## src/rtl/stream_arb_pkg.sv

```systemverilog
// rtl/stream_arb_pkg.sv - shared types and helpers for the packet stream arbiter
package stream_arb_pkg;

  typedef enum logic {
    IDLE = 1'b0,
    LOCK = 1'b1
  } arb_state_e;

  function automatic int idx_width(input int n);
    return (n > 2) ? $clog2(n) : 1;
  endfunction

endpackage

```

## src/rtl/stream_rr_pick.sv

```systemverilog
// rtl/stream_rr_pick.sv - rotated find-first-set over a valid vector
module stream_rr_pick
  import stream_arb_pkg::*;
#(
  parameter int N = 4,
  localparam int IDX_W = idx_width(N)
) (
  input  logic [N-1:0]     valid_i,
  input  logic [IDX_W-1:0] ptr_i,
  output logic [IDX_W-1:0] idx_o,
  output logic             found_o
);

  // Lowest valid index overall, then overridden by the lowest valid index at or above ptr_i.
  always_comb begin
    idx_o   = '0;
    found_o = 1'b0;
    for (int i = N - 1; i >= 0; i--) begin
      if (valid_i[i]) begin
        idx_o   = IDX_W'(i);
        found_o = 1'b1;
      end
    end
    for (int i = N - 1; i >= 0; i--) begin
      if (valid_i[i] && (i >= int'(ptr_i))) begin
        idx_o = IDX_W'(i);
      end
    end
  end

endmodule

```

## src/rtl/stream_pkt_rr_arbiter.sv

```systemverilog
// rtl/stream_pkt_rr_arbiter.sv - packet-granular round-robin stream arbiter with registered output
module stream_pkt_rr_arbiter
  import stream_arb_pkg::*;
#(
  parameter int N_INP = 4,
  parameter int DATA_WIDTH = 32,
  localparam int IDX_W = idx_width(N_INP)
) (
  input  logic                             clk_i,
  input  logic                             rst_i,
  input  logic                             clr_i,
  input  logic [N_INP-1:0]                 inp_valid_i,
  output logic [N_INP-1:0]                 inp_ready_o,
  input  logic [N_INP-1:0][DATA_WIDTH-1:0] inp_data_i,
  input  logic [N_INP-1:0]                 inp_last_i,
  output logic                             oup_valid_o,
  input  logic                             oup_ready_i,
  output logic [DATA_WIDTH-1:0]            oup_data_o,
  output logic                             oup_last_o,
  output logic [IDX_W-1:0]                 oup_idx_o
);

  if (N_INP < 1) begin : g_bad_param
    $error("stream_pkt_rr_arbiter: N_INP must be at least 1");
  end

  arb_state_e             state, state_d;
  logic [IDX_W-1:0]       rr_ptr, rr_ptr_d;
  logic [IDX_W-1:0]       lock_idx, lock_idx_d;
  logic                   full;
  logic [DATA_WIDTH-1:0]  data_q;
  logic                   last_q;
  logic [IDX_W-1:0]       idx_q;

  logic                   take;
  logic [IDX_W-1:0]       pick_idx;
  logic                   pick_found;
  logic [IDX_W-1:0]       sel_idx;
  logic                   sel_valid;
  logic                   sel_last;
  logic [DATA_WIDTH-1:0]  sel_data;
  logic                   accept;
  logic [IDX_W-1:0]       ptr_inc;

  stream_rr_pick #(
    .N(N_INP)
  ) u_pick (
    .valid_i(inp_valid_i),
    .ptr_i  (rr_ptr),
    .idx_o  (pick_idx),
    .found_o(pick_found)
  );

  assign take = ~full | oup_ready_i;

  always_comb begin
    sel_idx   = pick_idx;
    sel_valid = pick_found;
    if (state == LOCK) begin
      sel_idx   = lock_idx;
      sel_valid = inp_valid_i[lock_idx];
    end
  end

  assign sel_last = inp_last_i[sel_idx];
  assign sel_data = inp_data_i[sel_idx];
  // Reset and clear both suppress the handshake so no upstream beat is dropped unseen.
  assign accept   = take & sel_valid & ~clr_i & ~rst_i;
  assign ptr_inc  = (sel_idx == IDX_W'(N_INP - 1)) ? '0 : sel_idx + 1'b1;

  always_comb begin
    inp_ready_o = '0;
    if (accept) begin
      inp_ready_o[sel_idx] = 1'b1;
    end
  end

  always_comb begin
    state_d    = state;
    rr_ptr_d   = rr_ptr;
    lock_idx_d = lock_idx;
    if (accept) begin
      if (sel_last) begin
        state_d  = IDLE;
        rr_ptr_d = ptr_inc;
      end else begin
        state_d    = LOCK;
        lock_idx_d = sel_idx;
      end
    end
    if (clr_i) begin
      state_d  = IDLE;
      rr_ptr_d = '0;
    end
  end

  always_ff @(posedge clk_i or posedge rst_i) begin
    if (rst_i) begin
      state    <= IDLE;
      rr_ptr   <= '0;
      lock_idx <= '0;
    end else begin
      state    <= state_d;
      rr_ptr   <= rr_ptr_d;
      lock_idx <= lock_idx_d;
    end
  end

  // Payload is only loaded on capture; a bare pop just drops full and leaves data as-is.
  always_ff @(posedge clk_i or posedge rst_i) begin
    if (rst_i) begin
      full   <= 1'b0;
      data_q <= '0;
      last_q <= 1'b0;
      idx_q  <= '0;
    end else if (clr_i) begin
      full <= 1'b0;
    end else if (accept) begin
      full   <= 1'b1;
      data_q <= sel_data;
      last_q <= sel_last;
      idx_q  <= sel_idx;
    end else if (oup_ready_i) begin
      full <= 1'b0;
    end
  end

  assign oup_valid_o = full;
  assign oup_data_o  = data_q;
  assign oup_last_o  = last_q;
  assign oup_idx_o   = idx_q;

endmodule

```

## config.mk

```make
export PLATFORM = sky130hd
export DESIGN_NAME = stream_pkt_rr_arbiter
export DESIGN_NICKNAME = d
export VERILOG_FILES = /design/src/rtl/stream_arb_pkg.sv /design/src/rtl/stream_rr_pick.sv /design/src/rtl/stream_pkt_rr_arbiter.sv
export SDC_FILE = /design/constraint.sdc
export NUM_CORES = 1
export LEC_CHECK = 0
export CORE_UTILIZATION = 37
export CTS_CLUSTER_SIZE = 12
export DETAILED_ROUTE_END_ITERATION = 6
export GPL_TIMING_DRIVEN = 0
export PLACE_DENSITY = 0.84
export SKIP_CTS_REPAIR_TIMING = 1
export SYNTH_ARGS = -nofsm -noshare
export SYNTH_HDL_FRONTEND = slang
export SYNTH_SLANG_ARGS = --single-unit
```

## constraint.sdc

```tcl
create_clock -name clk_i -period 2.7 [get_ports clk_i]
set_input_delay 0.54 -clock clk_i [delete_from_list [all_inputs] [get_ports clk_i]]
set_output_delay 0.54 -clock clk_i [all_outputs]
set_load 0.1 [all_outputs]
```

==> metrics.md <==
| Metric | Value |
|---|---|
| Number of vias per cell | 5.252 |
| Synth area leader | dfrtp_1 |
| Final setup viols | 1 |
| Die outline area | 7868 um^2 |
| # fillers | 604 |
| DRT iter0 DRCs | 124 |
| Largest net degree at the start of global routing | 42 |
| Die H | 88.70 um |
| Sink Count | 41 |
| Multi-input logic area | 1640 um^2 |
| CP Class | reg -> out |
| Lkg Pwr | 0.002207 uW |
| Critical path's largest stage delay | 0.49 ns |
| IO Count | 180 |
| Post-synth top area share | 36.89% |
| Initial antenna violation count | 0 |
| Layout Skew | 0.01257 ns |
| Slew headroom | 33.03% |
| Slew @ Worst Pin | 1.001 ns |
| Avg Cell Area, Syn | 8.558 um^2 |
| Final nets | 667 |
| Share of layout cells above drive strength 1 | 13.85% |
| Worst vdd ir | 663.1 uV |
| CTS tree | done |
| Worst Hold Slack | 0.4865 ns |
| Critical Path End Type | primary output |
| Worst Path Arrival | 2.17 ns |
| Clock slew seen by the registers of the worst setup and hold paths | 0.09 ns |
| Hold Path Class | reg -> reg |
| Power Dens Cells | 831.9 nW/um^2 |
| Fin. Hold Viols | 0 |
| Final worst path period need | 2.713 ns |
| Vias in the first global route | 3204 |
| CTS root buf | clkbuf_8 |
| Period utilization | 100.5% |
| Tot Pwr | 4211 uW |
| Post-Route Utilization | 69.78% |
| First-pass DRT Iterations | 4 |
| Pre-CTS setup slack | -1.786 ns |
| Reg area | 1031 um^2 |
| DRT Wirelength | 10340 um |
| Min setup slack post-route | -0.01337 ns |
| Skew-Pair Late Insertion Delay | 0.30 ns |
| Clock buffer count from CTS | 5 |
| Pins over their slew limit | 0 |
| Startpoint types | flop |
| Core area | 7253 um^2 |
| First-pass GRT wire length | 15100 um |
| Post-Syn Instances | 325 |
| H-tree levels | 2 |
| WL/cell | 16.51 um |
| Synth cell types | 36 |
| FP Rows | 31 |
| Post-synthesis to final-layout area growth | 81.96% |
| Residual DRC | 0 |
| Detailed Place HPWL | 7733 um |
| Total gr overflow | 0 |
| Post-Syn Nets | 466 |
| Req. time, crit path | 2.16 ns |
| Final std cells w/o fill | 626 |
| All-Layer GR Usage | 25.00% |
| Post-synthesis sequential area ratio | 36.89% |
| Post-Synthesis Cell Area | 2781 um^2 |
| RSZ-0062 raised after global routing | true |
| Crit-path cells | mux2i_1 -> o21ai_2 -> a21oi_2 -> or4_4 -> buf_6 -> nor3_4 -> buf_12 |
| Post-synthesis register bit count | 41 |
| Max_cap viols | 0 |
| # diodes | 0 |
| Port Buffers | 179 |
| Worst-path fanout max | 5 |
| Area contributors post-synth | dfrtp_1 (37%), mux2i_1 (13%), a211oi_1 (8.9%) |
| Clk buf depth | 2 |
| Initial core utilization | 38.35% |
| Fmax achieved | 368.5 MHz |
| Die W | 88.70 um |
| Status | finished with violations |
| CP max-delay cell | or4_4 |
| Inst Count DP | 603 |
| Antenna-violating nets left | 0 |
| Failing checks | negative setup slack |
| RePlAce Congestion | 0.8315 |
| DR vias | 3288 |
| Yosys warnings | 0 |
cell usage after synthesis:
| master | n |
|---|---|
| a2111oi_0 | 1 |
| a2111oi_2 | 1 |
| a211o_1 | 1 |
| a211oi_1 | 33 |
| a21o_1 | 1 |
| a21oi_1 | 36 |
| a21oi_2 | 1 |
| a221o_1 | 1 |
| a311oi_1 | 1 |
| and2_1 | 2 |
| and3_1 | 32 |
| buf_2 | 7 |
| buf_4 | 9 |
| buf_6 | 3 |
| clkbuf_1 | 7 |
| dfrtp_1 | 41 |
| ha_1 | 1 |
| inv_1 | 3 |
| inv_2 | 2 |
| mux2_2 | 1 |
| mux2i_1 | 35 |
| nand2_1 | 40 |
| nand2b_1 | 4 |
| nand3_1 | 5 |
| nor2_1 | 38 |
| nor2_2 | 1 |
| nor2_8 | 1 |
| nor2b_1 | 3 |
| nor3_1 | 3 |
| nor4_4 | 1 |
| o211ai_1 | 1 |
| o21ai_0 | 5 |
| o21ai_2 | 1 |
| o311a_1 | 1 |
| o311ai_0 | 1 |
| or4_1 | 1 |
layout make-up:
cell class / instances / area share [%]
Clock inverter: 1 / 0.09889
Inverter: 5 / 0.5192
Multi-Input combinational cell: 253 / 32.41
Timing Repair Buffer: 195 / 38.57
Sequential cell: 41 / 20.37
Tap cell: 99 / 2.447
Buffer: 25 / 3.684
Clock buffer: 7 / 1.904
worst paths after layout:
kind | depth (start not counted) | to | slack [ns] | startpoint
max | 7 | inp_ready_o[1] | -0.01 | lock_idx[0]
min | 2 | oup_idx_o[1] | 0.49 | oup_idx_o[1]
min in group asynchronous | 2 | oup_idx_o[1] | 0.89 | rst_i
max reg2reg | 9 | oup_data_o[11] | 0.38 | state
max in group asynchronous | 2 | lock_idx[0] | 1.17 | rst_i
min reg2reg | 2 | oup_idx_o[1] | 0.49 | oup_idx_o[1]
power breakdown:
group / switching (uW) / leakage (uW) / internal, uW / total (uW)
Sequential: 122 / 0.000462 / 814 / 937
Combinational: 1970 / 0.00169 / 848 / 2820
Clock: 224 / 0.0000542 / 232 / 456
Total: 2320 / 0.00221 / 1890 / 4210
cell families (layout without fill, tap and decap cells):
kind of cell	count (synthesis)	after routing	share of synthesized area, %
buffers and inverters	31	233	6.523
multiplexers	36	36	13.00
adder cells (fa/ha/maj)	1	1	0.4498
AND/OR/NAND/NOR	131	131	23.17
AO/OA/AOI/OAI	85	85	19.97
flip-flops	41	41	36.89
stage by stage:
step           cell area (um^2)  TNS (ns)
3_5_place_dp               4726    -10.25
2_1_floorplan              2810   -0.1379
6_report                   5061  -0.01337
4_1_cts                    4827    -6.579
5_1_grt                    5061   -0.1407
3_3_place_gp               4726    -7.976
flip-flops by register name, summed over array words and instances (netlist names):
signal / flops
oup_data_o: 32
lock_idx: 2
oup_idx_o: 2
rr_ptr: 2
oup_last_o: 1
oup_valid_o: 1
state: 1
worst max-delay path, delay by kind of cell (launching register included):
kind	cells	cell delay (ns)
simple gates	2	0.69
flops	1	0.45
buf+inv	2	0.34
compound gates	2	0.25
mux	1	0.14
placed cells by master, fill, tap and decap left out, types with 3 or more instances in the layout:
| cell type | netlist | routed |
|---|---|---|
| clkdlybuf4s50_1 | 0 | 170 |
| buf_6 | 3 | 7 |
| dfrtp_1 | 41 | 37 |
| a21oi_1 | 36 | 36 |
| mux2i_1 | 35 | 35 |
| nand2b_1 | 4 | 3 |
| nor2_1 | 38 | 35 |
| clkbuf_8 | 0 | 7 |
| o21ai_0 | 5 | 5 |
| buf_4 | 9 | 19 |
| a211oi_1 | 33 | 32 |
| dlymetal6s2s_1 | 0 | 3 |
| buf_2 | 7 | 6 |
| and3_1 | 32 | 32 |
| nand3_1 | 5 | 5 |
| clkbuf_2 | 0 | 3 |
| nand2_1 | 40 | 39 |
| dfrtp_2 | 0 | 4 |
| buf_12 | 0 | 4 |
| clkbuf_1 | 7 | 6 |
| nor2_4 | 0 | 3 |
layer usage:
layer / global-route usage, % / part of all wire (%)
met5: 0 / 0
met4: 7.771 / 1.9
met3: 4.757 / 7.0
met2: 45.03 / 50
met1: 30.01 / 41
No activity file was read; power rests on OpenSTA's default activity.
